## config.mk

```make
export PLATFORM = sky130hd
export DESIGN_NAME = cell_row_fetch
export DESIGN_NICKNAME = d
export VERILOG_FILES = /design/src/rtl/cell_row_fetch_pkg.sv /design/src/rtl/cell_row_fetch_line_buf_pp.sv /design/src/rtl/cell_row_fetch.sv
export SDC_FILE = /design/constraint.sdc
export NUM_CORES = 1
export LEC_CHECK = 0
export CORE_MARGIN = 2
export CORE_UTILIZATION = 48
export CTS_CLUSTER_DIAMETER = 60
export DETAILED_ROUTE_END_ITERATION = 8
export PLACE_DENSITY = 0.72
export RECOVER_POWER = 25
export REMOVE_ABC_BUFFERS = 1
export SLEW_MARGIN = 20
export SYNTH_ARGS = -nofsm -noshare
export SYNTH_HDL_FRONTEND = slang
export SYNTH_SLANG_ARGS = --single-unit
export TNS_END_PERCENT = 50
```

## constraint.sdc

```tcl
create_clock -name clk -period 3.05 [get_ports clk]
set_clock_uncertainty 0.2 [all_clocks]
set_input_delay 0.61 -clock clk [delete_from_list [all_inputs] [get_ports clk]]
set_output_delay 0.61 -clock clk [all_outputs]
set_load 0.02 [all_outputs]
```

## src/rtl/cell_row_fetch_pkg.sv

```systemverilog
// Shared definitions for the cell row fetcher: grid geometry, FSM encoding
// and the RAM word address helper.
package cell_row_fetch_pkg;

  localparam int P_PARAM_M = 5;            // grid rows
  localparam int P_PARAM_N = 5;            // grid columns (cells)
  localparam int WIDTH     = 12;           // coordinate width
  localparam int BLOCK_LEN = 1;            // cells per RAM word
  localparam int READ_COL  = 5;            // RAM words per grid row
  localparam int ADDR_W    = 2 * WIDTH;    // RAM word address width
  localparam int COL_W     = (P_PARAM_N > 1) ? $clog2(P_PARAM_N) : 1;

  // Fetch FSM encoding, kept as plain constants for compatibility with
  // existing logic that compares raw state codes.
  localparam logic [2:0] ST_IDLE  = 3'd0;
  localparam logic [2:0] ST_ISSUE = 3'd1;
  localparam logic [2:0] ST_DRAIN = 3'd2;
  localparam logic [2:0] ST_ZERO  = 3'd3;
  localparam logic [2:0] ST_SWAP  = 3'd4;

  // Word address of block k within a grid row.
  function automatic logic [ADDR_W-1:0] addr_of(input logic [WIDTH-1:0] row,
                                                input logic [WIDTH-1:0] k);
    return ({{WIDTH{1'b0}}, row} * ADDR_W'(READ_COL)) + {{WIDTH{1'b0}}, k};
  endfunction

endpackage

```

## src/rtl/cell_row_fetch_line_buf_pp.sv

```systemverilog
// Ping-pong line buffer: one half is filled block by block while the other
// half answers single-cell liveness queries with one cycle of latency.
module line_buf_pp
  import cell_row_fetch_pkg::*;
(
  input  logic                 clk,
  input  logic                 rst,
  input  logic                 fill_we,
  input  logic [WIDTH-1:0]     fill_idx,
  input  logic [BLOCK_LEN-1:0] fill_data,
  input  logic                 fill_clr,
  input  logic                 swap,
  input  logic [WIDTH-1:0]     rd_col,
  output logic                 rd_bit
);

  logic [P_PARAM_N-1:0] buf_q [2];
  logic                 sel_q;      // index of the display half
  logic [P_PARAM_N-1:0] fill_cur;
  logic [P_PARAM_N-1:0] fill_nxt;
  logic [P_PARAM_N-1:0] disp_cur;

  assign fill_cur = buf_q[!sel_q];
  assign disp_cur = buf_q[sel_q];

  // Next value of the fill half: clear, or merge one RAM word at its block slot.
  always_comb begin
    // NOTE: default assignment first so no path leaves fill_nxt unassigned (no latch).
    fill_nxt = fill_cur;
    if (fill_clr) begin
      fill_nxt = '0;
    end else if (fill_we) begin
      for (int b = 0; b < READ_COL; b++) begin
        if (fill_idx == WIDTH'(b)) begin
          for (int j = 0; j < BLOCK_LEN; j++) begin
            fill_nxt[b*BLOCK_LEN + j] = fill_data[j];
          end
        end
      end
    end
  end

  // Buffer halves and display select; only the fill half is ever written.
  always_ff @(posedge clk or negedge rst) begin
    if (!rst) begin
      // NOTE: these are tiny flop arrays, so both halves are reset; a reset
      // must leave the display reading all-dead cells.
      buf_q[0] <= '0;
      buf_q[1] <= '0;
      sel_q    <= 1'b0;
    end else begin
      buf_q[!sel_q] <= fill_nxt;
      if (swap) sel_q <= !sel_q;
    end
  end

  // Registered query; columns beyond the grid read as dead.
  always_ff @(posedge clk or negedge rst) begin
    if (!rst) begin
      rd_bit <= 1'b0;
    end else begin
      rd_bit <= (rd_col < WIDTH'(P_PARAM_N)) ? disp_cur[rd_col[COL_W-1:0]] : 1'b0;
    end
  end

endmodule

```

## src/rtl/cell_row_fetch.sv

```systemverilog
// Cell row fetcher: on a scanline request, streams one grid row from the
// cell RAM into a ping-pong line buffer and swaps it to display when full.
// Optional macro FETCH_OVERRUN_EN: a request during a fetch restarts it and
// sets the sticky fetch_overrun flag; otherwise such requests are ignored.
module cell_row_fetch
  import cell_row_fetch_pkg::*;
(
  input  logic                 clk,
  input  logic                 rst,
  input  logic                 line_req,
  input  logic [WIDTH-1:0]     line_row,
  input  logic                 rd_grant,
  output logic [2*WIDTH-1:0]   rd_pos,
  output logic                 rd_en,
  input  logic [BLOCK_LEN-1:0] rd_val,
  output logic                 line_busy,
  output logic                 line_ready,
  input  logic [WIDTH-1:0]     pix_col,
  output logic                 pix_live
`ifdef FETCH_OVERRUN_EN
  ,
  output logic                 fetch_overrun
`endif
);

  logic [2:0]        state_q;
  logic [ADDR_W-1:0] base_q;      // row * READ_COL, fixed for the whole fetch
  logic [WIDTH-1:0]  k_q;         // next block to read
  logic              cap_vld_q;   // rd_val carries the word read last cycle
  logic [WIDTH-1:0]  cap_k_q;     // block index of that word
  logic              busy;
  logic              start;
  logic              restart;
  logic              last_issue;

  assign busy = (state_q != ST_IDLE);

`ifdef FETCH_OVERRUN_EN
  assign restart = line_req && busy;
  assign start   = line_req;
`else
  assign restart = 1'b0;
  assign start   = line_req && !busy;
`endif

  assign rd_en      = (state_q == ST_ISSUE) && rd_grant && !restart;
  assign rd_pos     = (state_q == ST_ISSUE) ? base_q + {{WIDTH{1'b0}}, k_q} : '0;
  assign last_issue = rd_en && (k_q == WIDTH'(READ_COL - 1));
  assign line_busy  = busy;
  assign line_ready = (state_q == ST_SWAP) && !restart;

  // Fetch sequencing: latch the row, issue READ_COL reads around stalls, drain, swap.
  always_ff @(posedge clk or negedge rst) begin
    if (!rst) begin
      state_q <= ST_IDLE;
      base_q  <= '0;
      k_q     <= '0;
    end else if (start) begin
      // NOTE: non-blocking everywhere in sequential logic, so every branch
      // sees the pre-edge values of state_q and k_q.
      base_q  <= addr_of(line_row, '0);
      k_q     <= '0;
      state_q <= (line_row < WIDTH'(P_PARAM_M)) ? ST_ISSUE : ST_ZERO;
    end else begin
      case (state_q)
        ST_ISSUE: begin
          if (rd_en) begin
            k_q <= k_q + 1'b1;
            if (last_issue) state_q <= ST_DRAIN;
          end
        end
        ST_DRAIN: state_q <= ST_SWAP;
        ST_ZERO:  state_q <= ST_SWAP;
        ST_SWAP:  state_q <= ST_IDLE;
        default:  state_q <= ST_IDLE;
      endcase
    end
  end

  // Capture tracking: the RAM answers one cycle after each issued read.
  always_ff @(posedge clk or negedge rst) begin
    if (!rst) begin
      cap_vld_q <= 1'b0;
      cap_k_q   <= '0;
    end else begin
      cap_vld_q <= rd_en;
      cap_k_q   <= k_q;
    end
  end

`ifdef FETCH_OVERRUN_EN
  // Sticky overrun flag, cleared only by reset.
  always_ff @(posedge clk or negedge rst) begin
    if (!rst) begin
      fetch_overrun <= 1'b0;
    end else if (restart) begin
      fetch_overrun <= 1'b1;
    end
  end
`endif

  line_buf_pp u_line_buf (
    .clk       (clk),
    .rst       (rst),
    .fill_we   (cap_vld_q),
    .fill_idx  (cap_k_q),
    .fill_data (rd_val),
    .fill_clr  (state_q == ST_ZERO),
    .swap      (line_ready),
    .rd_col    (pix_col),
    .rd_bit    (pix_live)
  );

endmodule

```

==> flow_summary.toml, run 1 <==
[run_status]
outcome = "finished with violations"
violations = "setup timing"

[yosys]
syn_area_per_cell_sq_um = 9.204
yosysTopAreaCellShare_pct = 36.47
synth.largest_area_cell = "dfrtp_1"
async_flop_share_pct = 100.0
ys_types = 59
synth_common_cells = "dfrtp_1 (55), nand2_1 (45), o21ai_0 (40), ha_1 (34), nor2_1 (33)"
syn_area_sq_um = 3774
ys.flop_type = "dfrtp_1"
ys_seq_area_share_pct = 36.47
synth_edf_count = 0
synthTopCellsByArea = "dfrtp_1 (36%), ha_1 (11%), o21ai_0 (5.3%), nand2_1 (4.5%), nor2_1 (3.3%)"
synthMostInstantiatedCell = "dfrtp_1"
synth_warnings = 0
synthCells = 410
synth-seq-cells = 55

[clock_tree]
path_clk_slew_ns = 0.10
clock-sinks = 55
cts_made_buffers = 5
cts_root_buf = "clkbuf_8"
cts_max_level = 2
clock_latency_ns = 0.32
cts_tree = "done"
cts.path.max_buffers = 2

[global_route]
busiest_layer = "met2"
use_met1_pct = 27.31
grt_pass1_vias = 3164
use_met2_pct = 38.08
grt_use_total_pct = 21.26
use_met3_pct = 2.685
grt_max_degree = 23
grt_pass1_wl_um = 14660
overflow = 0
antenna_found_initial = 0

[worst_setup_path]
critPathRequiredTime_ns = 2.24
cp.arrival_ns = 2.37
endpoint_kind = "output port"
cp_max_fo = 3
cp_slowest_cell = "dfrtp_1"
crit_family = "adder cells"
critPathBufInv = 2
crit_type = "reg -> out"
slowest_delay_ns = 0.37
start_kind = "flop"
crit_chain = "ha_2 -> inv_2 -> fa_2 -> nor2b_4 -> o31ai_4 -> a21o_1 -> a21oi_2 -> mux2i_1 -> buf_4"

[hold_path]
min_path_type = "reg -> reg"

[sta]
timing.final.crit_share_pct = 104.2
drv_slew = 0
rsz0062_at_grt = "yes"
tightest_slew_ns = 0.9191
fin_hold_ws_ns = 0.3069
relSlewSlack_pct = 38.72
period_minus_slack_ns = 3.178
setup_violations = 6
timing.fmax_mhz = 314.7
setup_ws_ns = -0.1281
finalHoldViolations = 0

[final_layout]
drive_gt1_share_pct = 20.66
antenna_cells = 0
final_cell_area_sq_um = 4956
area_delta_synth_final_pct = 31.33
fin_nets = 582

[drt]
dr_total_vias = 3437
wl_per_cell_um = 14.74
dr.first_iter.drc_count = 146
routed_wl_um = 9141
drc = 0
drt-vias-per-instance = 5.544
drtAntennaViolNets = 0
drtPass1Iterations = 4

[die]
die_area_sq_um = 8587
start_util_pct = 49.09
die_x_um = 92.67
io_pins = 57
rows = 32
fp.coreArea_sq_um = 7687
die_y_um = 92.67

[pwr]
p_leak_nw = 2.254
ir_worst_vdd_v = 0.0002393
pwr_density_cell_nw_per_um2 = 684.2

[placement]
postPlaceCellArea_sq_um = 4716
port_buffers = 48
dpl.hpwl_um = 6909
place_congestion = 0.8953

[run]
maxCapViolCount = 0
## repair_timing
item | 4_1_cts | 5_1_grt
endpoints found under the hold margin | 6 | 0
gates resized for setup | 72 | 22
setup endpoints to repair | 14 | 12
buffers inserted | 3 | 2
hold buffers | 1 | 0
pin swaps | 15 | 10
## worst reg2reg max path, stage by stage, from the launching register on
cell and delay [ns]:
dfrtp_1 0.44, and4bb_1 0.30, clkbuf_1 0.49, nand4_4 0.21, nor3_1 0.31, xnor2_1 0.15
nor2_1 0.05
## area by class of cell
cell class | instances | area, sq um
fillers | 663 | 2731
well taps | 102 | 127.6
flip-flops and latches | 55 | 1376
repair buffers | 110 | 862.1
inverters | 13 | 48.80
multi-input cells | 332 | 2445
clock buffers | 5 | 68.82
clock inverters | 3 | 27.53
## sequential cells by signal, summed over array words and instances (netlist names)
register and cells:
base_q 15, cap_k_q 12, k_q 12, u_line_buf.buf_q 10, state_q 3, cap_vld_q 1, u_line_buf.rd_bit 1, u_line_buf.sel_q 1
## stage by stage
stage | setup slack (ns) | std cells | utilization [%] | total power (W) | setup TNS (ns)
CTS | -0.08878 | 618 | 64.16 | 0.003351 | -0.2981
floorplan | -0.01712 | 400 | - | 0.002108 | -0.01712
global route | -0.1878 | 620 | 64.47 | 0.003641 | -0.8679
detailed placement | -0.3786 | 606 | 61.34 | 0.002848 | -2.823
global placement | -0.3512 | 606 | 61.34 | 0.002804 | -2.294
finish | -0.1281 | 620 | 64.47 | 0.003391 | -0.4081
## metal layers
metal | wire [um] | share of wire, %
met5 | 0 | 0
met2 | 4579 | 50
met4 | 210 | 2.3
met3 | 388 | 4.2
met1 | 3963 | 43
## logic make-up after synthesis
family / count (synthesis) / synth area share (%)
and+or+nand+nor: 152 / 21.68
AOI/OAI and AO/OA: 108 / 17.80
DFF: 55 / 36.47
adders and majority gates: 36 / 12.33
buffers and inverters: 30 / 4.145
xor gates and xnor gates: 19 / 4.410
muxes: 9 / 3.050
other: 1 / 0.09937
## cells in the final DEF (no fill, tap or decap), types with 4 or more instances in the layout
| cell type | n |
|---|---|
| conb_1 | 8 |
| nor3_1 | 11 |
| buf_4 | 55 |
| inv_1 | 12 |
| nor3b_1 | 5 |
| xor2_1 | 9 |
| a21oi_1 | 18 |
| clkdlybuf4s50_1 | 33 |
| a31oi_1 | 4 |
| ha_4 | 4 |
| nor2_1 | 32 |
| ha_1 | 27 |
| a21o_1 | 11 |
| and3_1 | 6 |
| nand2_1 | 45 |
| clkbuf_1 | 13 |
| xnor2_1 | 10 |
| mux2i_1 | 7 |
| clkbuf_8 | 5 |
| nand3_1 | 12 |
| dfrtp_1 | 55 |
| nand4_1 | 5 |
| a211oi_1 | 4 |
| o21ai_0 | 36 |
## path summary, 6_finish.rpt
kind                             from    endpoint  slack (ns)  depth (start not counted)
setup / recovery            base_q[0]   rd_pos[8]       -0.13                          9
hold / removal              base_q[3]   base_q[3]        0.31                          2
setup reg to reg           state_q[2]     k_q[10]        0.80                          6
hold reg to reg             base_q[3]   base_q[3]        0.31                          2
max in group asynchronous         rst  base_q[10]        1.11                          3
min in group asynchronous         rst  cap_k_q[5]        0.73                          2
## report_power, final
part           internal [W]  switching, W  leakage [nW]  total (W)
registers          0.000933      0.000207         0.725    0.00114
logic              0.000829      0.000984          1.48    0.00181
clock network      0.000171      0.000267        0.0467   0.000438
total               0.00193       0.00146          2.25    0.00339
(Power assumes the default switching activity.)
==> run 2: changes to the inputs <==
--- a/config.mk
+++ b/config.mk
@@ -5,6 +5,7 @@
 export SDC_FILE = /design/constraint.sdc
 export NUM_CORES = 1
 export LEC_CHECK = 0
+export CAP_MARGIN = 20
 export CORE_MARGIN = 2
 export CORE_UTILIZATION = 48
 export CTS_CLUSTER_DIAMETER = 60
==> results of run 2 <==
Same layout as run 1: the final DEF is identical, and so are final timing and power.
==> run 3: changes to the inputs <==
--- a/config.mk
+++ b/config.mk
@@ -6,6 +6,7 @@
 export NUM_CORES = 1
 export LEC_CHECK = 0
 export CAP_MARGIN = 20
+export CORE_ASPECT_RATIO = 1.5
 export CORE_MARGIN = 2
 export CORE_UTILIZATION = 48
 export CTS_CLUSTER_DIAMETER = 60
==> run 3 against run 2 <==
Effect of this change:
- the run still ends with setup timing left
- critical path depth increased by 1
- flip-flop and latch count unchanged
- sequential share of layout area decreased by 0.81 points
- worst setup slack got worse by 0.086 ns
- die area increased by 0.17%
- routed wire length increased by 7.6%
- critical path type unchanged
- sequential power about the same
- combinational power increased by 3%
- maximum frequency decreased by 2.6%
- highest routed layer unchanged
- count of clock-buffer cells in the layout unchanged
==> flow_summary.toml, run 3 (synthesis gave the netlist of run 1 again) <==
[pwr]
p_int_w = 0.002110
p_seq_share_pct = 31.7
p_sw_w = 0.001492
ir_worst_vdd_v = 0.0003763
power_frac_clock_pct = 16.4
swShare_pct = 41.42
power_frac_comb_pct = 52.0
pwr_density_cell_nw_per_um2 = 704.8
p_leak_nw = 2.394

[final_layout]
num-fill-cells = 652
largestRegisters = "base_q: 15 flops, cap_k_q: 12 flops, k_q: 12 flops"
final-seq-area_sq_um = 1378
multiInputGateArea_sq_um = 2427
largest_reg_flops = 15
largest-register = "base_q"
layout_common_cells = "buf_4 (77), dfrtp_1 (54), nand2_1 (44), o21ai_0 (35)"
final_common_cell = "buf_4"
area_delta_synth_final_pct = 35.41
fin_nets = 592
antenna_cells = 0
drive_gt1_share_pct = 24.81

[clock_tree]
cts_made_buffers = 5
path_clk_slew_ns = 0.08
cts_tree = "done"
clock-sinks = 55
cts_max_level = 2
cts_root_buf = "clkbuf_16"
cts_hold_buf = 0
cts.path.max_buffers = 2
clock_latency_ns = 0.30

[placement]
dp_slack_ns = -0.4653
place_congestion = 0.9240
dpl.hpwl_um = 7491
port_buffers = 48

[sta]
timing.fmax_mhz = 306.3
timing.final.crit_share_pct = 107.0
setup_ws_ns = -0.2144
rsz0062_at_grt = "yes"
finalHoldViolations = 0
tightest_slew_ns = 0.6813
setup_tns_ns = -0.5719
drv_slew = 0
period_minus_slack_ns = 3.264
setup_violations = 6
relSlewSlack_pct = 54.58

[drt]
routed_wl_um = 9840
drtPass1Iterations = 4
drt-vias-per-instance = 5.557
drtAntennaViolNets = 0
dr.first_iter.drc_count = 186
drc = 0
wl_per_cell_um = 15.62
dr_total_vias = 3501

[run]
maxCapViolCount = 0

[die]
start_util_pct = 49.57
die_y_um = 112.6
io_pins = 57
fp.coreArea_sq_um = 7612
die_x_um = 76.40
die_area_sq_um = 8602
rows = 39

[global_route]
grt_max_degree = 56
grt_pass1_vias = 3594
grt_pass1_wl_um = 16270
antenna_found_initial = 0
overflow = 0
grt_use_total_pct = 23.54

[worst_setup_path]
endpoint_kind = "output port"
start_kind = "flop"
critPathRequiredTime_ns = 2.24
cp.arrival_ns = 2.45
cp_max_fo = 3
crit_type = "reg -> out"

[hold_path]
min_path_type = "in -> async"

[run_status]
outcome = "finished with violations"
violations = "setup timing"
[run 3: changes by cell type in the layout (fill, tap and decap cells not counted), sizes merged]
| cell | previous run | this run |
|---|---|---|
| clkinv | 0 | 1 |
| clkbuf | 20 | 6 |
| dlygate4sd2 | 2 | 1 |
| inv | 15 | 14 |
| dlymetal6s2s | 0 | 1 |
| buf | 57 | 84 |
| clkdlybuf4s15 | 2 | 0 |
| dlygate4sd3 | 1 | 0 |
[run 3: power groups by stage]
stage / registers (W) / clock network, W / logic, W
after floorplan: 0.00109 / 0 / 0.00102
after global placement: 0.00113 / 0 / 0.00174
after detailed placement: 0.00114 / 0 / 0.00178
after CTS: 0.00113 / 0.000599 / 0.00178
after global routing: 0.00117 / 0.000627 / 0.00207
final: 0.00114 / 0.000590 / 0.00187
[run 3: critical path: stages, from the launching register on]
cell	delay [ns]
dfrtp_1	0.37
ha_2	0.19
inv_2	0.05
fa_2	0.41
nor2b_4	0.16
o31ai_4	0.11
a211oi_2	0.29
buf_4	0.16
o211ai_1	0.09
mux2i_1	0.17
buf_4	0.16
[run 3: path summary, 6_finish.rpt]
check / from / endpoint / cells past startpoint / slack [ns]
max: k_q[0] / rd_pos[14] / 10 / -0.21
min: rst / u_line_buf.buf_q[2] / 2 / 0.24
max reg2reg: cap_k_q[8] / u_line_buf.buf_q[7] / 5 / 1.02
min reg2reg: k_q[1] / cap_k_q[1] / 0 / 0.26
max in group asynchronous: rst / k_q[1] / 2 / 1.93
min in group clk: k_q[1] / cap_k_q[1] / 0 / 0.26
[run 3: area by class of cell]
type / count / share of cell area, %
Sequential cell: 55 / 26.96
Inverter: 13 / 0.9549
Tap cell: 102 / 2.498
Multi-Input combinational cell: 332 / 47.50
Clock buffer: 5 / 2.449
Timing Repair Buffer: 120 / 19.10
Clock inverter: 3 / 0.5387
[run 3: what timing repair did]
item | in CTS | in global routing
resized for setup | 59 | 38
pin swaps | 5 | 11
endpoints found under the setup margin | 13 | 14
setup buffers | 1 | 7
[run 3: metal layers]
metal	vias up	wire (um)	GRT usage, %
li1	1726	-	-
met5	-	0	0
met2	80	5553	45.19
met1	1676	3731	25.16
met4	0	266	10.79
met3	19	288	3.215
[run 3: per-stage QoR]
step | instances | utilization [%] | total power [W] | cell area [sq um] | hold slack (ns)
floorplan | 400 | - | 0.002108 | 3692 | 0.1144
global placement | 615 | 62.84 | 0.002871 | 4783 | 0.2582
detailed placement | 615 | 62.84 | 0.002917 | 4783 | 0.2801
CTS | 624 | 65.63 | 0.003510 | 4996 | 0.2567
global route | 630 | 67.13 | 0.003866 | 5110 | 0.2674
finish | 630 | 67.13 | 0.003601 | 5110 | 0.2367
==> RTL edit 1, RTL diff (config.mk and constraints of run 1) <==
The package constant `P_PARAM_N` goes from 5 to 10.
--- a/src/rtl/cell_row_fetch_pkg.sv
+++ b/src/rtl/cell_row_fetch_pkg.sv
@@ -4,5 +4,5 @@
 
   localparam int P_PARAM_M = 5;            // grid rows
-  localparam int P_PARAM_N = 5;            // grid columns (cells)
+  localparam int P_PARAM_N = 10;            // grid columns (cells)
   localparam int WIDTH     = 12;           // coordinate width
   localparam int BLOCK_LEN = 1;            // cells per RAM word
Behaviour: same outputs for any inputs over 10 cycles, from zero or initial values and one cycle with rst low; that may be too few to reach the edited logic, so the function may still have changed.
==> RTL edit 1 against run 1 <==
  * The flow finishes with violations (max-capacitance violations, negative setup slack)
  * Sequential share of layout area increased by 2.7 points
  * Count of clock-buffer cells in the layout grew 6
  * First-iteration DRC count decreased by 20%
  * Sequential cell count is 10 higher
  * Utilization about the same
  * Worst setup slack better by 0.070 ns
  * Critical path depth grew 1
  * Cell area rose by 7.9%
  * Routed wire length rose by 11%
  * Power is 13% higher
  * Clock power increased by 69%
  * Global-route usage is 0.98 points higher
  * Synthesized area grew 10%
  * Largest power group unchanged
==> RTL edit 1: results (changes against run 1) <==
status=complete, but fails checks (unchanged); failing checks=max-capacitance violations, negative setup slack (was negative setup slack); gr usage total=22.2% (was 21.3%); worst hold start=base_q[9]$_DFFE_PN0N_ (was base_q[3]$_DFFE_PN0N_); reg2reg start=u_line_buf.sel_q$_DFFE_PN0P_ (was state_q[2]$_DFFE_PN0P_); RePlAce Congestion=0.873 (was 0.895); Setup Fix Bufs, Post-CTS=0 (was 3); synth top area cells=dfrtp_1, ha_1, o21ai_0, nand2_1, nor2_1 (unchanged); Max Cap Viol=1 (was 0); Seq/Total Area, Yosys=39.0% (was 36.5%); Seq cells post-synth=65 (was 55); hpwl dp=7770 µm (was 6910 µm); worst-skew pair later-pin latency=0.34 ns (was 0.32 ns); # H-tree levels=3 (was 2); final setup violation count=2 (was 6); post-synthesis xor/xnor area fraction=3.36% (was 4.41%); vias per cell=5.66 (was 5.54); vias in the first global route=3599 (was 3164); PostCTS Resize Cnt=77 (was 72); r2r endpoint=u_line_buf.rd_bit$_DFF_PN0_ (was k_q[10]$_DFFE_PN0P_); routed wl met3=426 µm (was 388 µm); grt met1 use=29.9% (was 27.3%); # clk buffers=11 (was 5); Inserted Clock Buffers=9 (was 5); fillcell total=691 (was 663); clock-pin slew on the worst setup and hold paths=0.07 ns (was 0.10 ns); GR Util met3=4.60% (was 2.69%); worst hold endpoint=base_q[9]$_DFFE_PN0N_ (was base_q[3]$_DFFE_PN0N_); pin count of the biggest net entering global routing=29 (was 23); fraction of area in multi-input gates=46.9% (was 49.3%); Reg2Reg Setup Slack=0.92 ns (was 0.80 ns); top post-synthesis cells by count=dfrtp_1, nand2_1, o21ai_0 (unchanged); met2 WL post-DR=4840 µm (was 4580 µm); VDD IR max=0.262 mV (was 0.239 mV); first-pass GRT wire length=17100 µm (was 14700 µm); DRT iter0 DRCs=117 (was 146); CP Data Arrival Time=2.30 ns (was 2.37 ns); comb_multi_in=350 (was 332); non-clock buffer share of cell area=15.4% (was 17.4%); Clock buf/inv share=3.84% (was 1.94%); register fraction of the total cell area=30.4% (was 27.8%); hold slack=0.290 ns (was 0.307 ns); post-route setup slack=-0.0584 ns (was -0.128 ns)
[RTL edit 1: cell count changes after synthesis, moves of 3 or more]
cell	run 1	this run
nand3_1	12	15
a21oi_1	21	18
mux4_2	2	5
xnor2_1	10	6
nor2b_1	3	9
o21a_1	3	6
o2111ai_1	0	4
a31oi_1	4	1
nor2_1	33	36
and2_1	4	13
a211oi_1	8	11
dfrtp_1	55	65
[RTL edit 1: through the flow]
stage / setup slack, ns / instance area [µm²] / cells / TNS, ns
6_report: -0.0584 / 5350 / 653 / -0.0915
5_1_grt: -0.206 / 5350 / 653 / -0.885
2_1_floorplan: 0.0107 / 4080 / 428 / 0
4_1_cts: -0.0481 / 5350 / 651 / -0.0671
3_3_place_gp: -0.193 / 5090 / 635 / -1.21
3_5_place_dp: -0.255 / 5090 / 635 / -1.81
[RTL edit 1: where the power goes]
part           internal [mW]  switching (mW)
logic                  0.836           0.957
registers               1.07           0.237
clock network          0.419           0.321
==> RTL edit 2, RTL diff (flow settings as in run 1) <==
Made on the original files. The option `FETCH_OVERRUN_EN` is turned on by a define.
--- a/src/rtl/cell_row_fetch.sv
+++ b/src/rtl/cell_row_fetch.sv
@@ -3,4 +3,6 @@
 // Optional macro FETCH_OVERRUN_EN: a request during a fetch restarts it and
 // sets the sticky fetch_overrun flag; otherwise such requests are ignored.
+`define FETCH_OVERRUN_EN
+
 module cell_row_fetch
   import cell_row_fetch_pkg::*;
Formal check against the unedited RTL (old outputs only; new: fetch_overrun): not equivalent (a bounded check fails within 4 cycles, from zero or initial values and one cycle with rst low).
==> RTL edit 2 against run 1 <==
  * The flow finishes with violations (max-capacitance violations, max-slew violations, negative setup slack)
  * Synthesized area up 0.93%
  * Sequential cell count up 1
  * Global-route usage up 2.2 points
  * Final cell count up 2.6%
  * Count of clock-buffer cells in the layout unchanged
  * Die area up 0.89%
  * Routed wire length up 7.5%
  * Critical path depth up 1
  * Worst setup slack worse by 0.031 ns
  * Cell area up 4.0%
  * Non-clock buffer count up 23
  * Critical path type unchanged
Power is not compared: it rests on default switching activity, and its combinational part moved more than twofold at a synthesized area within 25%.
==> RTL edit 2: results (changes against run 1) <==
DRT iter0 DRCs=145 (was 146); gr usage total=23.5% (was 21.3%); CP Data Arrival Time=2.40 ns (was 2.37 ns); synth top area cells=dfrtp_1, ha_1, o21ai_0, nor2_1, a21oi_1 (was dfrtp_1, ha_1, o21ai_0, nand2_1, nor2_1); Worst Reg-to-Reg Cells=8 (was 6); Seq/Total Area, Yosys=36.8% (was 36.5%); crit path max fanout=3 (unchanged); worst hold endpoint=fetch_overrun$_DFFE_PN0P_ (was base_q[3]$_DFFE_PN0N_); Synth Area in Compound Gates=18.1% (was 17.8%); Final #Nets=598 (was 582); share of cells above drive strength 1=25.7% (was 20.7%); syn_area_per_cell=9.38 µm² (was 9.20 µm²); Logic inverters=15 (was 13); post-route setup slack=-0.159 ns (was -0.128 ns); Max Cap Viol=1 (was 0); fin area=5150 µm² (was 4960 µm²); library cells used by synthesis=57 (was 59); grt met1 use=28.8% (was 27.3%); TritonCTS Sinks=56 (was 55); Post-DP Area=4880 µm² (was 4720 µm²); Synth Area in Adders=12.2% (was 12.3%); Cells after DPL=619 (was 606); reg2reg start=state_q[1]$_DFFE_PN0P_ (was state_q[2]$_DFFE_PN0P_); worst hold start=fetch_overrun$_DFFE_PN0P_ (was base_q[3]$_DFFE_PN0N_); status=complete, but fails checks (unchanged); post-synthesis mux area share=4.01% (was 3.05%); Crit. Startpoint=base_q[0]$_DFFE_PN0P_ (was base_q[0]$_DFFE_PN0N_); hold slack=0.277 ns (was 0.307 ns); hpwl dp=7360 µm (was 6910 µm); number of non-clock buffers in the layout=133 (was 110); total negative slack=-0.782 ns (was -0.408 ns); met2 Use GR=42.6% (was 38.1%); RePlAce Congestion=0.903 (was 0.895); fillcell total=634 (was 663); vias per cell=5.61 (was 5.54); final slew viol count=39 (was 0); Least-Margin Pin Slew=1.97 ns (was 0.919 ns); first-pass GRT wire length=16300 µm (was 14700 µm); pin count of the biggest net entering global routing=39 (was 23); post-synthesis xor/xnor area fraction=4.60% (was 4.41%); top post-synthesis cells by count=dfrtp_1, nor2_1, o21ai_0 (was dfrtp_1, nand2_1, o21ai_0); area of the multi-input gates=2410 µm² (was 2440 µm²); GR Util met3=2.58% (was 2.69%); non-clock buffer share of cell area=20.6% (was 17.4%); Hold Path Depth=1 (was 2); final setup violation count=6 (unchanged); worst slack, placed=-0.449 ns (was -0.379 ns); failing checks=max-capacitance violations, max-slew violations, negative setup slack (was negative setup slack); Detailed Route WL=9820 µm (was 9140 µm); comb_multi_in=322 (was 332); Via Count=3571 (was 3437)
RTL edit 2: cell types whose count changed in the layout (fill, tap and decap cells not counted), moves of 5 or more:
cell     before  now
buf_4        55   76
nand2_1      45   25
nor2_1       32   40
mux2_2        0    6
buf_6         0    5
o21ai_0      36   31
RTL edit 2: timing repair:
action                     4_1_cts  5_1_grt
setup endpoints to repair       16       19
cloned                           0        0
buffers inserted                 7        3
pin swaps                       16       17
resized for setup               69       32
RTL edit 2: report_power, final:
group / total (mW) / switching (mW) / internal (mW)
clock network: 0.442 / 0.273 / 0.169
logic: 0.740 / 0.367 / 0.373
registers: 0.892 / 0.0795 / 0.813
RTL edit 2: worst max-delay path by stage:
stage / slack (ns) / endpoint
2_1_floorplan: -0.007 / rd_pos[12]
3_3_place_gp: -0.37 / rd_pos[14]
3_5_place_dp: -0.45 / rd_pos[14]
4_1_cts: -0.20 / rd_pos[12]
5_1_grt: -0.26 / rd_pos[13]
6_report: -0.16 / rd_pos[12]
